## config.mk

```make
export PLATFORM = sky130hd
export DESIGN_NAME = fb_write_coalescer
export DESIGN_NICKNAME = d
export VERILOG_FILES = /design/src/rtl/fb_write_coalescer.sv
export SDC_FILE = /design/constraint.sdc
export NUM_CORES = 1
export LEC_CHECK = 0
export ABC_AREA = 1
export BUFFER_PORTS_ARGS = -buffer_cell sky130_fd_sc_hd__buf_2
export CAP_MARGIN = 25
export CORE_MARGIN = 2
export CORE_UTILIZATION = 59
export CTS_CLUSTER_DIAMETER = 60
export DETAILED_ROUTE_END_ITERATION = 6
export PLACE_DENSITY = 0.81
export REMOVE_ABC_BUFFERS = 1
export SLEW_MARGIN = 20
export SYNTH_ARGS = -nofsm -noshare
export SYNTH_HDL_FRONTEND = slang
export SYNTH_SLANG_ARGS = --single-unit
export TNS_END_PERCENT = 100
```

## constraint.sdc

```tcl
create_clock -name clk_in -period 15.21 [get_ports clk_in]
set_input_delay 2.2815 -clock clk_in [delete_from_list [all_inputs] [get_ports clk_in]]
set_output_delay 2.2815 -clock clk_in [all_outputs]
set_load 0.005 [all_outputs]
```

## src/rtl/fb_write_coalescer.sv

```systemverilog
// Packs single-pixel framebuffer writes into strobed 128-bit line beats.
// It drives independent data/address handshakes and drains on frame flush.
module fb_write_coalescer #(
    parameter int PIX_WIDTH      = 16,
    parameter int PIX_ADDR_WIDTH = 25,
    parameter int ADDR_WIDTH     = 27
) (
    input  logic                      clk_in,
    input  logic                      rst_in,
    input  logic                      pix_valid_in,
    output logic                      pix_ready_out,
    input  logic [PIX_ADDR_WIDTH-1:0] pix_addr_in,
    input  logic [PIX_WIDTH-1:0]      pix_data_in,
    input  logic                      flush_in,
    output logic [143:0]              write_data_out,
    output logic                      data_valid_out,
    input  logic                      data_ready_in,
    output logic [ADDR_WIDTH-1:0]     write_addr_out,
    output logic                      addr_valid_out,
    input  logic                      addr_ready_in,
    output logic                      last_write_out,
    output logic                      frame_done_out
);
    localparam int LANES     = 128 / PIX_WIDTH;
    localparam int LANE_BITS = $clog2(LANES);
    localparam int LINE_BITS = PIX_ADDR_WIDTH - LANE_BITS;
    localparam int STRB_LANE = PIX_WIDTH / 8;

    logic [127:0]           r_acc_line;
    logic [15:0]            r_acc_strb;
    logic [LINE_BITS-1:0]   r_acc_idx;
    logic [143:0]           r_slot_data;
    logic [LINE_BITS-1:0]   r_slot_idx;
    logic                   r_dv;
    logic                   r_av;
    logic                   r_slot_last;
    logic                   r_flush_pending;

    logic [LANE_BITS-1:0]   w_lane;
    logic [LINE_BITS-1:0]   w_pix_idx;
    logic [127:0]           w_pix_mask;
    logic [127:0]           w_pix_line;
    logic [15:0]            w_pix_strb;
    logic [127:0]           w_merge_line;
    logic [15:0]            w_merge_strb;
    logic                   w_acc_empty;
    logic                   w_acc_full;
    logic                   w_slot_free;
    logic                   w_slot_empty;
    logic                   w_diff;
    logic                   w_pix_fire;
    logic                   w_evict;
    logic                   w_move;

    assign w_lane    = pix_addr_in[LANE_BITS-1:0];
    assign w_pix_idx = pix_addr_in[PIX_ADDR_WIDTH-1:LANE_BITS];

    always_comb begin
        w_pix_mask = '0;
        w_pix_line = '0;
        w_pix_strb = '0;
        w_pix_mask[w_lane*PIX_WIDTH +: PIX_WIDTH] = '1;
        w_pix_line[w_lane*PIX_WIDTH +: PIX_WIDTH] = pix_data_in;
        w_pix_strb[w_lane*STRB_LANE +: STRB_LANE] = '1;
    end

    assign w_acc_empty  = (r_acc_strb == '0);
    assign w_acc_full   = &r_acc_strb;
    // Free if each outstanding handshake is either already done or completes now.
    assign w_slot_free  = (!r_dv || data_ready_in) && (!r_av || addr_ready_in);
    assign w_slot_empty = !r_dv && !r_av;
    assign w_diff       = !w_acc_empty && (w_pix_idx != r_acc_idx);

    assign pix_ready_out = !rst_in && !r_flush_pending && !(w_diff && !w_slot_free);
    assign w_pix_fire    = pix_valid_in && pix_ready_out;
    assign w_evict       = w_pix_fire && w_diff;
    assign w_move        = !w_acc_empty && w_slot_free &&
                           (w_evict || w_acc_full || r_flush_pending);

    assign w_merge_line = w_pix_fire ? ((r_acc_line & ~w_pix_mask) | w_pix_line) : r_acc_line;
    assign w_merge_strb = w_pix_fire ? (r_acc_strb | w_pix_strb) : r_acc_strb;

    assign frame_done_out = r_flush_pending && w_acc_empty && w_slot_empty;

    always_ff @(posedge clk_in or posedge rst_in) begin
        if (rst_in) begin
            r_acc_line <= '0;
            r_acc_strb <= '0;
            r_acc_idx  <= '0;
        end else if (w_move) begin
            // An eviction restarts the accumulator with the incoming pixel alone.
            if (w_evict) begin
                r_acc_line <= w_pix_line;
                r_acc_strb <= w_pix_strb;
                r_acc_idx  <= w_pix_idx;
            end else begin
                r_acc_line <= '0;
                r_acc_strb <= '0;
            end
        end else if (w_pix_fire) begin
            r_acc_line <= w_merge_line;
            r_acc_strb <= w_merge_strb;
            r_acc_idx  <= w_pix_idx;
        end
    end

    always_ff @(posedge clk_in or posedge rst_in) begin
        if (rst_in) begin
            r_slot_data <= '0;
            r_slot_idx  <= '0;
            r_dv        <= 1'b0;
            r_av        <= 1'b0;
            r_slot_last <= 1'b0;
        end else if (w_move) begin
            // A same-line pixel arriving with a full-line transfer rides along in the beat.
            r_slot_data <= w_evict ? {r_acc_line, r_acc_strb} : {w_merge_line, w_merge_strb};
            r_slot_idx  <= r_acc_idx;
            r_dv        <= 1'b1;
            r_av        <= 1'b1;
            r_slot_last <= r_flush_pending;
        end else begin
            if (data_ready_in) r_dv <= 1'b0;
            if (addr_ready_in) r_av <= 1'b0;
        end
    end

    always_ff @(posedge clk_in or posedge rst_in) begin
        if (rst_in)
            r_flush_pending <= 1'b0;
        else if (frame_done_out)
            r_flush_pending <= 1'b0;
        else if (flush_in)
            r_flush_pending <= 1'b1;
    end

    assign write_data_out = r_slot_data;
    assign write_addr_out = {{(ADDR_WIDTH-LINE_BITS){1'b0}}, r_slot_idx};
    assign data_valid_out = r_dv;
    assign addr_valid_out = r_av;
    assign last_write_out = r_slot_last && (r_dv || r_av);

endmodule

```

[Yosys cells after proc, flatten, opt, wreduce, memory -nomap -nowiden]
Cells that the tools add are included.
Storage, ports and cells
  logic and storage cells: 75
  bits of input ports: 47
  register bits: 336
  output and inout port bits: 176
Cells by class
  reductions and logical operators: 32
  equal/unequal tests: 2
  bitwise operators: 7
  add/subtract/negate cells: 2
  muxes and demuxes: 18
  shift-type cells: 5
Operator list (count)
  128-bit two-way mux: 4
  128-bit bitwise AND: 3
  144-bit two-way mux: 1
  128-bit NOT: 1
  128-bit bitwise OR: 1
  16-bit by 34-bit variable shift with 128-bit output, first input constant: 1
  16-bit by 34-bit variable part select with 128-bit output: 1
  16-bit by 34-bit variable part select with 128-bit output, first input constant: 1
  22-bit two-way mux: 3
  16-bit two-way mux: 4
  4-bit negator with 34-bit output: 1
  7-bit negator with 34-bit output: 1
  2-bit by 34-bit variable shift with 16-bit output, first input constant: 1
  2-bit by 34-bit variable part select with 16-bit output, first input constant: 1
  22-bit inequality test: 1
  16-bit bitwise AND: 1
  16-bit logical NOT: 1
  16-bit bitwise OR: 1
  16-bit AND reduction: 1
  1-bit logical AND: 13
  2-bit nonzero test: 4
  1-bit logical NOT: 7
  1-bit two-way mux: 6
  1-bit logical OR: 5
  2 further kinds: 2

[Depth between registers and ports, before layout]
Gate-level depths: netlist (run 1).
  depth after elaboration: 14
  gate-level depth with buffers: 17
  gate-level depth less buffers: 15

[Worst setup path after synthesis (run 1)]
OpenSTA, ideal clock, no wires.
  kind: input to output
  start: input port rst_in
  end: output port pix_ready_out
  arrival time: 3.365 ns
  required time: 12.929 ns
  cell stages on the path: 5
  path slack: 9.563 ns
  buffers on the path: 2
  cell sequence: nor2_1 > clkbuf_1 > buf_2 > nand2_1 > inv_1
Between the ends
  cells in the longest elaborated chain, start to end: 3
Ends and longest elaborated chain
  from (decl): RTL line 9  | input logic rst_in,
  1-bit logical NOT (no line)
  1-bit logical AND (2 in a row): RTL line 74  | assign pix_ready_out = !rst_in && !r_flush_pending && !(w_diff && !w_slot_free);
  to (decl): RTL line 11  | output logic pix_ready_out,
No other way between the ends.

[Final worst setup path (run 1)]
  start: input port pix_addr_in[14]
  end: register r_acc_line[43]
Between the ends
  cells in the longest elaborated chain, start to end: 11
  elaborated cells on any way between the ends: 15
  classes of those cells: eq/ne (1); mux (4); reduce/logical (10)
Ends and longest elaborated chain
  from (decl): RTL line 12  | input logic [PIX_ADDR_WIDTH-1:0] pix_addr_in,
  22-bit inequality test (*): RTL line 72  | assign w_diff = !w_acc_empty && (w_pix_idx != r_acc_idx);
  1-bit logical AND (*): RTL line 72
  1-bit logical AND: RTL line 74
  1-bit logical NOT: RTL line 74
  1-bit logical AND: RTL line 74
  1-bit logical AND: RTL line 75  | assign w_pix_fire = pix_valid_in && pix_ready_out;
  1-bit logical AND: RTL line 76  | assign w_evict = w_pix_fire && w_diff;
  1-bit logical OR (2 in a row): RTL line 78  | (w_evict || w_acc_full || r_flush_pending);
  1-bit logical AND: RTL line 77  | assign w_move = !w_acc_empty && w_slot_free &&
  128-bit two-way mux or 2-bit nonzero test (tied branches)
  to (signal assigned): RTL line 93  | r_acc_line <= w_pix_line;
  to (signal assigned): RTL line 101  | r_acc_line <= w_merge_line;
  to (decl): RTL line 29  | logic [127:0] r_acc_line;
Every way passes the cells marked *; elsewhere a longest branch is shown, timed or not. The select of a mux whose other input is x is not followed.
A chain may end at the register's enable or synchronous reset.

==> impl_metrics.sql, run 1 <==
INSERT INTO impl_metrics (metric_group, metric, value, unit) VALUES
('sta', 'setup_ws', '9043', 'ps'),
('synth', 'ys_top_cells_by_area', 'dfrtp_1, nand2_1, o21ai_0, nand3_1, inv_1', ''),
('clocking', 'cts_htree_levels', '2', ''),
('worst_setup_path', 'r2r.worst_path.cells', '16', ''),
('drt', 'drt_drc_violations_left', '0', ''),
('clocking', 'clk_pin_slew_worst_paths', '60', 'ps'),
('clocking', 'clock-sinks', '336', ''),
('grt', 'maximum_number_of_pins_on_one_net_before_global_route_repair', '192', ''),
('placed_design', 'dpl_worst_slack', '8624', 'ps'),
('grt', 'grt_pass1_vias', '17425', ''),
('die', 'die_width', '179.2', 'µm'),
('cells_and_area', 'num_antenna_cells', '0', ''),
('clocking', 'post_cts_buffers', '0', ''),
('worst_setup_path', 'crit_path_frequent_cell', 'nand2_1', ''),
('outcome', 'outcome', 'complete, no violations', ''),
('sta', 'finClkSkew', '14.91', 'ps'),
('cells_and_area', 'fillers', '2538', ''),
('die', 'effective_utilization_at_floorplan', '59.51', '%'),
('clocking', 'tritoncts_clock_tree', 'built', ''),
('die', 'fp.dieArea', '32110', 'µm²'),
('placed_design', 'dp_hpwl', '33850', 'µm'),
('die', 'core_region_area', '30430', 'µm²'),
('drt', 'detail_route.wl_per_cell', '17.96', 'µm'),
('clocking', 'cts_bufs_inserted', '36', ''),
('worst_setup_path', 'critPathMaxStageDelay', '790', 'ps'),
('worst_setup_path', 'cp.depth', '17', ''),
('worst_setup_path', 'cp_top_family', 'buffers and inverters', ''),
('worst_setup_path', 'rr_startpoint', 'r_acc_idx[11]', ''),
('worst_setup_path', 'category_of_the_worst_setup_path_capture_point', 'flip-flop', ''),
('power_and_ir_drop', 'clock_power_share', '20.8', '%'),
('sta', 'totalNegativeSetupSlack', '0', 'ps'),
('worst_setup_path', 'worstReg2RegEnd', 'r_acc_line[43]', ''),
('worst_setup_path', 'critical_path_buf_inv_count', '6', ''),
('sta', 'report.final.setup_viol', '0', ''),
('drt', 'route.vias.total', '18261', ''),
('die', 'rows', '64', ''),
('hold_path', 'hp-class', 'reg2reg', ''),
('power_and_ir_drop', 'ir_drop', '0.2850', 'mV'),
('synth', 'post_synthesis_async_set_or_reset_flop_share', '100.0', '%'),
('worst_setup_path', 'setup.worst_path.start_class', 'input port', ''),
('drt', 'detail_route.vias_per_cell', '5.917', ''),
('power_and_ir_drop', 'power_per_cell_area', '216.2', 'nW/µm²'),
('drt', 'routed_wl', '55440', 'µm'),
('synth', 'ys_warn_count', '0', ''),
('power_and_ir_drop', 'power.leakage', '11.08', 'nW'),
('synth', 'ys_types', '41', ''),
('synth', 'synthesis.area', '18110', 'µm²'),
('sta', 'max_slew.worst_pin.slew', '958.5', 'ps'),
('die', 'floorplan.die.height', '179.2', 'µm'),
('worst_setup_path', 'cp-startpoint', 'pix_addr_in[14]', ''),
('worst_setup_path', 'crit_fanout', '153', ''),
('grt', 'globalRouteTotalUtil', '34.82', '%'),
('power_and_ir_drop', 'share_seq_of_total_power', '29.5', '%'),
('worst_setup_path', 'capturing_element_of_the_worst_setup_path', 'r_acc_line[43]', ''),
('power_and_ir_drop', 'power.net_switching', '2.195', 'mW'),
('cells_and_area', 'finalCoreUtilization', '66.96', '%'),
('sta', 'maxSlewViolCount', '0', ''),
('grt', 'grt-ovfl-total', '0', ''),
('synth', 'synthTopCellsByCount', 'nand2_1, dfrtp_1, o21ai_0, nand3_1, inv_1', ''),
('synth', 'ys_flop_type', 'dfrtp_1', ''),
('sta', 'min_period', '6167', 'ps'),
('synth', 'avgSynthCellArea', '7.110', 'µm²'),
('clocking', 'clockBufferDepth', '3', ''),
('worst_setup_path', 'critical_path_required', '15640', 'ps'),
('power_and_ir_drop', 'netSwitchingFraction', '49.83', '%'),
('synth', 'yosys_register_bits', '336', ''),
('flow_run', 'max_cap_violations', '0', ''),
('placed_design', 'gp_congestion', '0.8905', ''),
('drt', 'firstDrtPassIters', '6', ''),
('grt', 'grt_antenna_before_repair', '0', ''),
('sta', 'min_period_over_period', '40.55', '%');
[kinds of logic after synthesis]
logic type	Yosys count	synth area share, %
AO/OA/AOI/OAI	335	9.569
other	1	0.02071
XOR/XNOR	3	0.1451
buffers and inverters	398	9.327
flip-flops	336	46.43
AND/OR/NAND/NOR	1472	34.37
adder cells (fa/ha/maj)	2	0.1382
[worst min path at each step]
stage	cells past startpoint	start	slack (ps)	to
2_1_floorplan	2	r_slot_idx[18]	470	r_slot_idx[18]
6_report	2	r_slot_idx[1]	470	r_slot_idx[1]
3_3_place_gp	2	r_slot_idx[1]	450	r_slot_idx[1]
4_1_cts	2	r_slot_idx[1]	470	r_slot_idx[1]
5_1_grt	2	write_data_out[97]	490	write_data_out[97]
3_5_place_dp	2	write_data_out[26]	460	write_data_out[26]
[power groups by stage]
stage                     combinational, mW  sequential [mW]  clock, mW
after floorplan                        1.36             1.29          0
after global placement                 2.08             1.30          0
after detailed placement               2.14             1.31          0
after CTS                              2.16             1.30      0.922
after global routing                   2.40             1.33      0.965
final                                  2.19             1.30      0.916
[sequential cells by signal, summed over array words and instances, names as in the netlist]
register / flops
write_data_out: 144
r_slot_last: 1
r_acc_idx: 22
r_flush_pending: 1
addr_valid_out: 1
data_valid_out: 1
r_acc_strb: 16
r_acc_line: 128
r_slot_idx: 22
[worst min-delay path, delay by kind of cell (launching register included)]
| family | cells | cell delay [ps] |
|---|---|---|
| flip-flops | 1 | 340 |
| AND/OR/NAND/NOR | 2 | 90 |
[routing by layer]
layer | up-vias | GRT usage [%] | share of wire (%) | wire (µm)
li1 | 8417 | - | - | -
met1 | 8530 | 46.86 | 39 | 21400
met2 | 1100 | 54.68 | 46 | 25360
met3 | 214 | 6.510 | 11 | 6007
met4 | 0 | 16.33 | 4.8 | 2670
met5 | - | 0 | 0 | 0
[area by class of cell]
cell class	instances	area, µm²	share of cell area (%)
multi-input cells	1817	8049	39.51
inverters	231	889.6	4.366
clock buffers	55	1114	5.466
well taps	396	495.5	2.432
repair buffers	241	1299	6.374
clock inverters	10	120.1	0.5895
flip-flops and latches	336	8408	41.27
[stage by stage]
stage,hold slack (ps),cell area (µm²),instances
global placement,452.3,19110,3020
detailed placement,460.2,19110,3020
floorplan,465.4,17310,2384
global route,492.7,20370,3086
CTS,472.8,20340,3085
finish,471.3,20370,3086
[cell usage in the layout (no fill, tap or decap), types with 2 or more instances in the layout]
master     netlist  routed
buf_2           93     217
buf_4            8      22
bufinv_16        0       2
clkbuf_1        51       6
clkbuf_16        0      37
clkbuf_8         0      12
clkinv_2         0       3
conb_1           1       5
dfrtp_1        336     336
ha_1             2       2
inv_1          211     210
inv_2           18      17
inv_6            0       3
inv_8            0       2
nand2_1       1009    1009
nand2_2          3       2
nand3_1        231     231
nand3_2          3       3
nand3b_1         5       5
nand4_1         91      91
nor2_1         104     103
nor2_2           3       3
nor2_4           1       2
nor3_1          13      13
nor4_1           2       2
nor4_4           3       4
o21ai_0        271     271
o21ai_1         33      33
o22ai_1         19      19
o31ai_1          5       5
o41ai_1          2       2
xnor2_1          2       2
(Power assumes the default switching activity.)
==> run 2, diff against run 1 <==
CORE_UTILIZATION = 53   (was 59)
PLACE_DENSITY = 0.77   (was 0.81)
clock period = 5.25 ns   (was 15.21 ns; I/O delays follow)
==> run 2 against run 1 <==
Net effect:
- sequential share of layout area fell by 0.39 points
- via count fell by 0.18%
- critical path type unchanged
- register-to-register slack got worse by 9100 ps
- combinational power rose to 3.0 times the previous value
- clock-buffer cell count rose by 7
- global-route usage fell by 3.7 points
- routed wire length rose by 0.38%
==> impl_metrics.sql, run 2 (synthesized netlist as in run 1, its figures left out) <==
INSERT INTO impl_metrics (metric_group, metric, value, unit) VALUES
('outcome', 'outcome', 'complete, no violations', ''),
('flow_run', 'max_cap_violations', '0', ''),
('sta', 'finClkSkew', '14.07', 'ps'),
('sta', 'max-slew-margin-rel', '29.97', '%'),
('sta', 'maxSlewViolCount', '0', ''),
('die', 'fp.dieArea', '35660', 'µm²'),
('grt', 'grt_antenna_before_repair', '2', ''),
('placed_design', 'gp_congestion', '0.8849', ''),
('hold_path', 'hp-class', 'in2async', ''),
('sta', 'rsz0062_at_grt', 'false', ''),
('worst_setup_path', 'cp_top_family', 'simple AND/OR/NAND/NOR gates', ''),
('cells_and_area', 'layout.cell_area.non_filler', '20570', 'µm²'),
('sta', 'report.final.setup_viol', '0', ''),
('power_and_ir_drop', 'ir_drop', '1.300', 'mV'),
('worst_setup_path', 'critical_path_buf_inv_count', '4', ''),
('placed_design', 'place_area', '19270', 'µm²'),
('clocking', 'clock-sinks', '336', ''),
('drt', 'detail_route.wl_per_cell', '17.67', 'µm'),
('sta', 'totalNegativeSetupSlack', '0', 'ps'),
('clocking', 'cts_htree_levels', '2', ''),
('placed_design', 'dp_hpwl', '34850', 'µm'),
('worst_setup_path', 'cpMaxStageDelayCell', 'nor4_4', ''),
('clocking', 'clkLatencyLatePin', '540', 'ps'),
('worst_setup_path', 'worstReg2RegEnd', 'write_data_out[133]', ''),
('sta', 'min_period', '4063', 'ps'),
('die', 'design.portCount', '223', ''),
('sta', 'min_period_over_period', '77.39', '%'),
('worst_setup_path', 'rr_startpoint', 'r_acc_strb[7]', ''),
('grt', 'maximum_number_of_pins_on_one_net_before_global_route_repair', '192', ''),
('cells_and_area', 'mostFrequentLayoutCell', 'nand2_1', ''),
('clocking', 'clk_pin_slew_worst_paths', '60', 'ps'),
('drt', 'drc_marker_count_from_the_first_detailed_route_iteration', '2216', ''),
('drt', 'firstDrtPassIters', '6', ''),
('clocking', 'clock_tree.root_cell', 'clkbuf_16', ''),
('power_and_ir_drop', 'power_per_cell_area', '634.2', 'nW/µm²'),
('die', 'floorplan.die.height', '188.9', 'µm'),
('clocking', 'post_cts_resize_count', '0', ''),
('cells_and_area', 'num_antenna_cells', '0', ''),
('power_and_ir_drop', 'power.leakage', '11.15', 'nW'),
('cells_and_area', 'seq_area', '8408', 'µm²'),
('cells_and_area', 'multiInputGateArea', '8049', 'µm²'),
('clocking', 'cts_bufs_inserted', '38', ''),
('placed_design', 'dpl_worst_slack', '812.1', 'ps'),
('die', 'rows', '67', ''),
('clocking', 'post_cts_buffers', '0', ''),
('worst_setup_path', 'category_of_the_worst_setup_path_capture_point', 'flip-flop', ''),
('worst_setup_path', 'flop2flop_setup_slack', '1410', 'ps'),
('die', 'die_width', '188.9', 'µm'),
('cells_and_area', 'layout.cells.most_common_list', 'nand2_1, dfrtp_1, o21ai_0', ''),
('sta', 'hold_slack', '441.3', 'ps'),
('drt', 'detail_route.vias_per_cell', '5.789', ''),
('cells_and_area', 'largest_register_ffs', '144', ''),
('clocking', 'tritoncts_clock_tree', 'built', ''),
('sta', 'max_slew.worst_pin.slew', '1050', 'ps'),
('cells_and_area', 'drive_gt1_share', '12.77', '%'),
('drt', 'routed_wl', '55650', 'µm'),
('clocking', 'cts_hold_buffers', '0', ''),
('worst_setup_path', 'r2r.worst_path.cells', '11', ''),
('grt', 'globalRouteTotalUtil', '31.10', '%'),
('clocking', 'clockBufferDepth', '3', ''),
('die', 'core_region_area', '33620', 'µm²'),
('worst_setup_path', 'critPathMaxStageDelay', '960', 'ps'),
('worst_setup_path', 'worst-setup-path-type', 'in2reg', ''),
('grt', 'grt_pass1_vias', '17367', ''),
('sta', 'maxClockFrequency', '246.1', 'MHz'),
('worst_setup_path', 'critical_path_required', '5720', 'ps'),
('placed_design', 'port_bufs', '217', ''),
('worst_setup_path', 'cp.arrival', '4530', 'ps'),
('grt', 'grt_first_pass_wirelength', '89570', 'µm'),
('cells_and_area', 'synthToLayoutAreaGrowth', '13.58', '%'),
('drt', 'final_antenna_net_count', '0', ''),
('drt', 'drt_drc_violations_left', '0', ''),
('worst_setup_path', 'setup.worst_path.start_class', 'input port', ''),
('die', 'effective_utilization_at_floorplan', '53.87', '%'),
('drt', 'route.vias.total', '18229', ''),
('worst_setup_path', 'path_cells', 'buf_2, inv_2, ha_1, ha_1, inv_2, nor4_4, buf_4, nand2_1, o21ai_0, nand4_1, nand3_1, nand3_1, nand2_1', ''),
('sta', 'setup_ws', '1187', 'ps'),
('cells_and_area', 'fillers', '2976', ''),
('cells_and_area', 'finalCoreUtilization', '61.19', '%'),
('cells_and_area', 'finalNetCount', '2721', ''),
('worst_setup_path', 'cp.depth', '13', ''),
('worst_setup_path', 'cp-startpoint', 'pix_addr_in[0]', ''),
('grt', 'grt-ovfl-total', '0', ''),
('sta', 'number_of_hold_violations_in_the_final_report', '0', ''),
('worst_setup_path', 'crit_fanout', '24', ''),
('worst_setup_path', 'capturing_element_of_the_worst_setup_path', 'write_data_out[94]', '');
==> run 2: area by class of cell <==
class	count	area share [%]
Sequential cell	336	40.88
Multi-Input combinational cell	1817	39.13
Timing Repair Buffer	248	6.655
Clock buffer	62	5.858
Inverter	231	4.301
Tap cell	448	2.725
Clock inverter	7	0.4501
==> run 2: worst min path at each step <==
stage / endpoint / depth (start not counted) / from / slack [ps]
finish: write_data_out[16] / 2 / rst_in / 440
global route: addr_valid_out / 2 / addr_ready_in / 470
CTS: addr_valid_out / 2 / addr_ready_in / 430
detailed placement: write_data_out[129] / 2 / write_data_out[129] / 460
global placement: write_data_out[12] / 2 / write_data_out[12] / 460
floorplan: r_slot_idx[18] / 2 / r_slot_idx[18] / 470
==> run 2: worst register-to-register path, stage by stage, from the launching register on <==
cell	delay, ps
dfrtp_1	420
inv_1	70
nand4_1	110
nor3_1	150
nand3_1	260
nand3_2	210
nand3_4	450
inv_2	920
nand3_1	720
nand2_1	200
nand3_1	130
nand2_1	120
==> run 2: per-layer routing <==
metal / GRT usage (%) / wire (µm)
met5: 0 / 29
met4: 14.48 / 2407
met3: 5.338 / 5325
met2: 48.33 / 25030
met1: 42.74 / 22860
==> run 2: where the power goes <==
group          switching (mW)  internal (mW)
logic                    4.92           1.58
clock network            1.08           1.67
registers               0.456           3.33
total                    6.46           6.58
==> run 2: stage by stage <==
| step | power (mW) | std cells |
|---|---|---|
| final | 13.04 | 3149 |
| after global routing | 13.91 | 3149 |
| after CTS | 12.98 | 3149 |
| after detailed placement | 10.22 | 3080 |
| after global placement | 10.11 | 3080 |
| after floorplan | 7.484 | 2384 |
==> run 3, diff against run 2 <==
ABC_AREA = 0   (was 1)
CORE_UTILIZATION = 57   (was 53)
PLACE_DENSITY = 0.8   (was 0.77)
clock period = 4.2 ns   (was 5.25 ns; I/O delays follow)
==> run 3 against run 2 <==
Net effect:
- routed wire length is 28% lower
- global-route usage is 0.97 points lower
- worst hold slack got worse by 120 ps
- critical path type unchanged
- critical endpoint is now write_data_out[21]
- largest cell class unchanged
==> impl_metrics.sql, run 3 <==
INSERT INTO impl_metrics (metric_group, metric, value, unit) VALUES
('worst_setup_path', 'critPathMaxStageDelay', '550', 'ps'),
('die', 'core_region_area', '25180', 'µm²'),
('drt', 'drt_drc_violations_left', '0', ''),
('synth', 'synth_fa_ha_area_share', '0.1707', '%'),
('synth', 'ys_types', '68', ''),
('clocking', 'clock_tree.root_cell', 'clkbuf_16', ''),
('drt', 'route.layer.met1.wl', '16570', 'µm'),
('synth', 'ys_seq_area_share', '57.35', '%'),
('worst_setup_path', 'path_cells', 'buf_2, inv_1, ha_1, ha_1, nor4_1, nand4_1, or2_1, nor2_2, a221o_1', ''),
('clocking', 'cts_bufs_inserted', '37', ''),
('die', 'fp.dieArea', '27020', 'µm²'),
('die', 'die_width', '164.4', 'µm'),
('synth', 'synth-edff-count', '0', ''),
('placed_design', 'dp_hpwl', '26330', 'µm'),
('clocking', 'post_cts_resize_count', '0', ''),
('sta', 'finClkSkew', '19.78', 'ps'),
('synth', 'ys_warn_count', '0', ''),
('hold_path', 'hp-class', 'in2async', ''),
('drt', 'drc_marker_count_from_the_first_detailed_route_iteration', '1237', ''),
('drt', 'routed_wl', '40220', 'µm'),
('drt', 'firstDrtPassIters', '5', ''),
('clocking', 'clk_pin_slew_worst_paths', '60', 'ps'),
('grt', 'grt_pass1_vias', '11329', ''),
('grt', 'maximum_number_of_pins_on_one_net_before_global_route_repair', '127', ''),
('drt', 'wl_met3', '3662', 'µm'),
('outcome', 'outcome', 'complete, no violations', ''),
('synth', 'synth.mux.area_fraction', '6.538', '%'),
('worst_setup_path', 'flop2flop_setup_slack', '1060', 'ps'),
('worst_setup_path', 'worst-setup-path-type', 'in2reg', ''),
('sta', 'number_of_hold_violations_in_the_final_report', '0', ''),
('drt', 'dr_wl_met2', '18850', 'µm'),
('synth', 'yosys.area_share.xor_xnor', '1.314', '%'),
('sta', 'min_period', '3167', 'ps'),
('synth', 'synthesis.area', '14660', 'µm²'),
('clocking', 'tritoncts_clock_tree', 'built', ''),
('die', 'design.portCount', '223', ''),
('worst_setup_path', 'category_of_the_worst_setup_path_capture_point', 'flip-flop', ''),
('clocking', 'clock-sinks', '336', ''),
('grt', 'grt_first_pass_wirelength', '63450', 'µm'),
('synth', 'synthCells', '1355', ''),
('cells_and_area', 'drive_gt1_share', '22.63', '%'),
('sta', 'rsz0062_at_grt', 'false', ''),
('cells_and_area', 'num_antenna_cells', '0', ''),
('cells_and_area', 'largest_register_ffs', '144', ''),
('clocking', 'clockBufferDepth', '3', ''),
('die', 'floorplan.die.height', '164.4', 'µm'),
('worst_setup_path', 'cp.arrival', '3620', 'ps'),
('synth', 'synthSimpleGateAreaFrac', '13.80', '%'),
('synth', 'yosys_register_bits', '336', ''),
('worst_setup_path', 'critical_path_required', '4650', 'ps'),
('flow_run', 'max_cap_violations', '0', ''),
('grt', 'grt_antenna_before_repair', '0', ''),
('sta', 'report.final.setup_viol', '0', ''),
('synth', 'post_synthesis_async_set_or_reset_flop_share', '100.0', '%'),
('worst_setup_path', 'critical_path_buf_inv_count', '2', ''),
('worst_setup_path', 'cp_top_family', 'simple AND/OR/NAND/NOR gates', ''),
('cells_and_area', 'synthToLayoutAreaGrowth', '17.34', '%'),
('die', 'effective_utilization_at_floorplan', '58.22', '%'),
('synth', 'ys_flop_type', 'dfrtp_1', ''),
('die', 'rows', '58', ''),
('placed_design', 'port_bufs', '217', ''),
('synth', 'ys_top_cells_by_area', 'dfrtp_1, mux2i_1, nand2_1, a22o_1, o21ai_0', ''),
('drt', 'routed.top_layer', 'met4', ''),
('drt', 'detail_route.wl_per_cell', '21.24', 'µm'),
('worst_setup_path', 'crit_fanout', '21', ''),
('sta', 'maxSlewViolCount', '0', ''),
('cells_and_area', 'layout.cell_area.non_filler', '17200', 'µm²'),
('synth', 'netlist.top_cell.by_area', 'dfrtp_1', ''),
('sta', 'max_slew.worst_pin.slew', '985.1', 'ps'),
('synth', 'area_share_of_the_largest_cell_type_after_synthesis', '57.35', '%'),
('worst_setup_path', 'setup.worst_path.start_class', 'input port', ''),
('synth', 'synth_top_family_by_area', 'compound AO/OA/AOI/OAI gates', ''),
('clocking', 'cts_htree_levels', '2', ''),
('worst_setup_path', 'r2r.worst_path.cells', '8', ''),
('sta', 'min_period_over_period', '75.40', '%'),
('cells_and_area', 'layout.cells.most_common_list', 'dfrtp_1, buf_2, nand2_1', ''),
('drt', 'detail_route.vias_per_cell', '6.198', ''),
('sta', 'max-slew-margin-rel', '34.08', '%'),
('drt', 'final_antenna_net_count', '0', ''),
('cells_and_area', 'finalNetCount', '1585', ''),
('worst_setup_path', 'worstReg2RegEnd', 'r_acc_line[84]', ''),
('clocking', 'cts_hold_buffers', '0', ''),
('synth', 'synth_compound_gate_area_share', '16.51', '%'),
('synth', 'avgSynthCellArea', '10.82', 'µm²'),
('clocking', 'post_cts_buffers', '0', ''),
('grt', 'globalRouteTotalUtil', '30.13', '%'),
('sta', 'maxClockFrequency', '315.8', 'MHz'),
('cells_and_area', 'finalCoreUtilization', '68.31', '%'),
('synth', 'synthTopCellsByCount', 'dfrtp_1, nand2_1, nor2_1, o21ai_0, mux2i_1', ''),
('cells_and_area', 'mostFrequentLayoutCell', 'dfrtp_1', ''),
('synth', 'synth.most_common_cell', 'dfrtp_1', ''),
('grt', 'grt-ovfl-total', '0', ''),
('worst_setup_path', 'rr_startpoint', 'r_acc_idx[0]', ''),
('placed_design', 'place_area', '15950', 'µm²'),
('clocking', 'clkLatencyLatePin', '530', 'ps'),
('drt', 'route.vias.total', '11739', ''),
('placed_design', 'gp_congestion', '0.8977', ''),
('worst_setup_path', 'crit_path_frequent_cell', 'ha_1', ''),
('worst_setup_path', 'cpMaxStageDelayCell', 'or2_1', '');
run 3: cell count changes after synthesis, sizes merged, moves of 30 or more:
| cell | before | now |
|---|---|---|
| a21oi | 1 | 34 |
| and2 | 0 | 31 |
| nand2 | 1012 | 186 |
| a22o | 0 | 65 |
| mux2i | 0 | 71 |
| nand4 | 93 | 11 |
| o22ai | 19 | 49 |
| buf | 115 | 77 |
| nand3 | 235 | 39 |
| o21ai | 305 | 88 |
| inv | 230 | 18 |
run 3: layer usage:
layer  GRT usage, %  vias up
li1               -     5171
met1          43.05     5869
met5              0        -
met2          46.80      616
met3          5.952       83
met4          9.960        0
run 3: metrics by stage:
stage / TNS, ps / setup WS (ps) / hold WS [ps] / std cells
5_1_grt: 0 / 895.8 / 354.1 / 1894
4_1_cts: 0 / 1097 / 332.6 / 1894
6_report: 0 / 1033 / 321.2 / 1894
2_1_floorplan: -2180230 / -5740 / 455.8 / 1248
3_5_place_dp: 0 / 632.1 / 458.3 / 1827
3_3_place_gp: 0 / 758.0 / 453.2 / 1826
run 3: worst max-delay path by stage:
| stage | startpoint | to | slack [ps] | cells past startpoint |
|---|---|---|---|---|
| floorplan | rst_in | addr_valid_out | -5740 | 1 |
| CTS | r_acc_idx[0] | r_acc_line[84] | 1100 | 8 |
| finish | pix_addr_in[0] | write_data_out[21] | 1030 | 9 |
| detailed placement | pix_addr_in[0] | write_data_out[30] | 630 | 9 |
| global route | pix_addr_in[0] | write_data_out[21] | 900 | 9 |
| global placement | pix_addr_in[0] | write_data_out[30] | 760 | 9 |
run 3: logic make-up (layout without fill, tap and decap cells):
| kind of cell | count (synthesis) | after routing |
|---|---|---|
| simple gates | 432 | 432 |
| fa+ha+maj | 2 | 2 |
| compound gates | 340 | 340 |
| flops | 336 | 336 |
| other cells | 1 | 5 |
| buf+inv | 129 | 334 |
| xor+xnor | 22 | 22 |
| mux | 93 | 93 |
run 3: area by class of cell:
class | count | area, µm²
well taps | 330 | 412.9
flip-flops and latches | 336 | 8408
repair buffers | 249 | 1380
clock inverters | 12 | 116.4
fillers | 1898 | 7979
inverters | 18 | 75.07
clock buffers | 55 | 1136
multi-input cells | 894 | 5674
Power of run 3 is left out: the tool's default activity adds up to more than one toggle a clock period on the data nets, which glitch-free logic cannot reach.
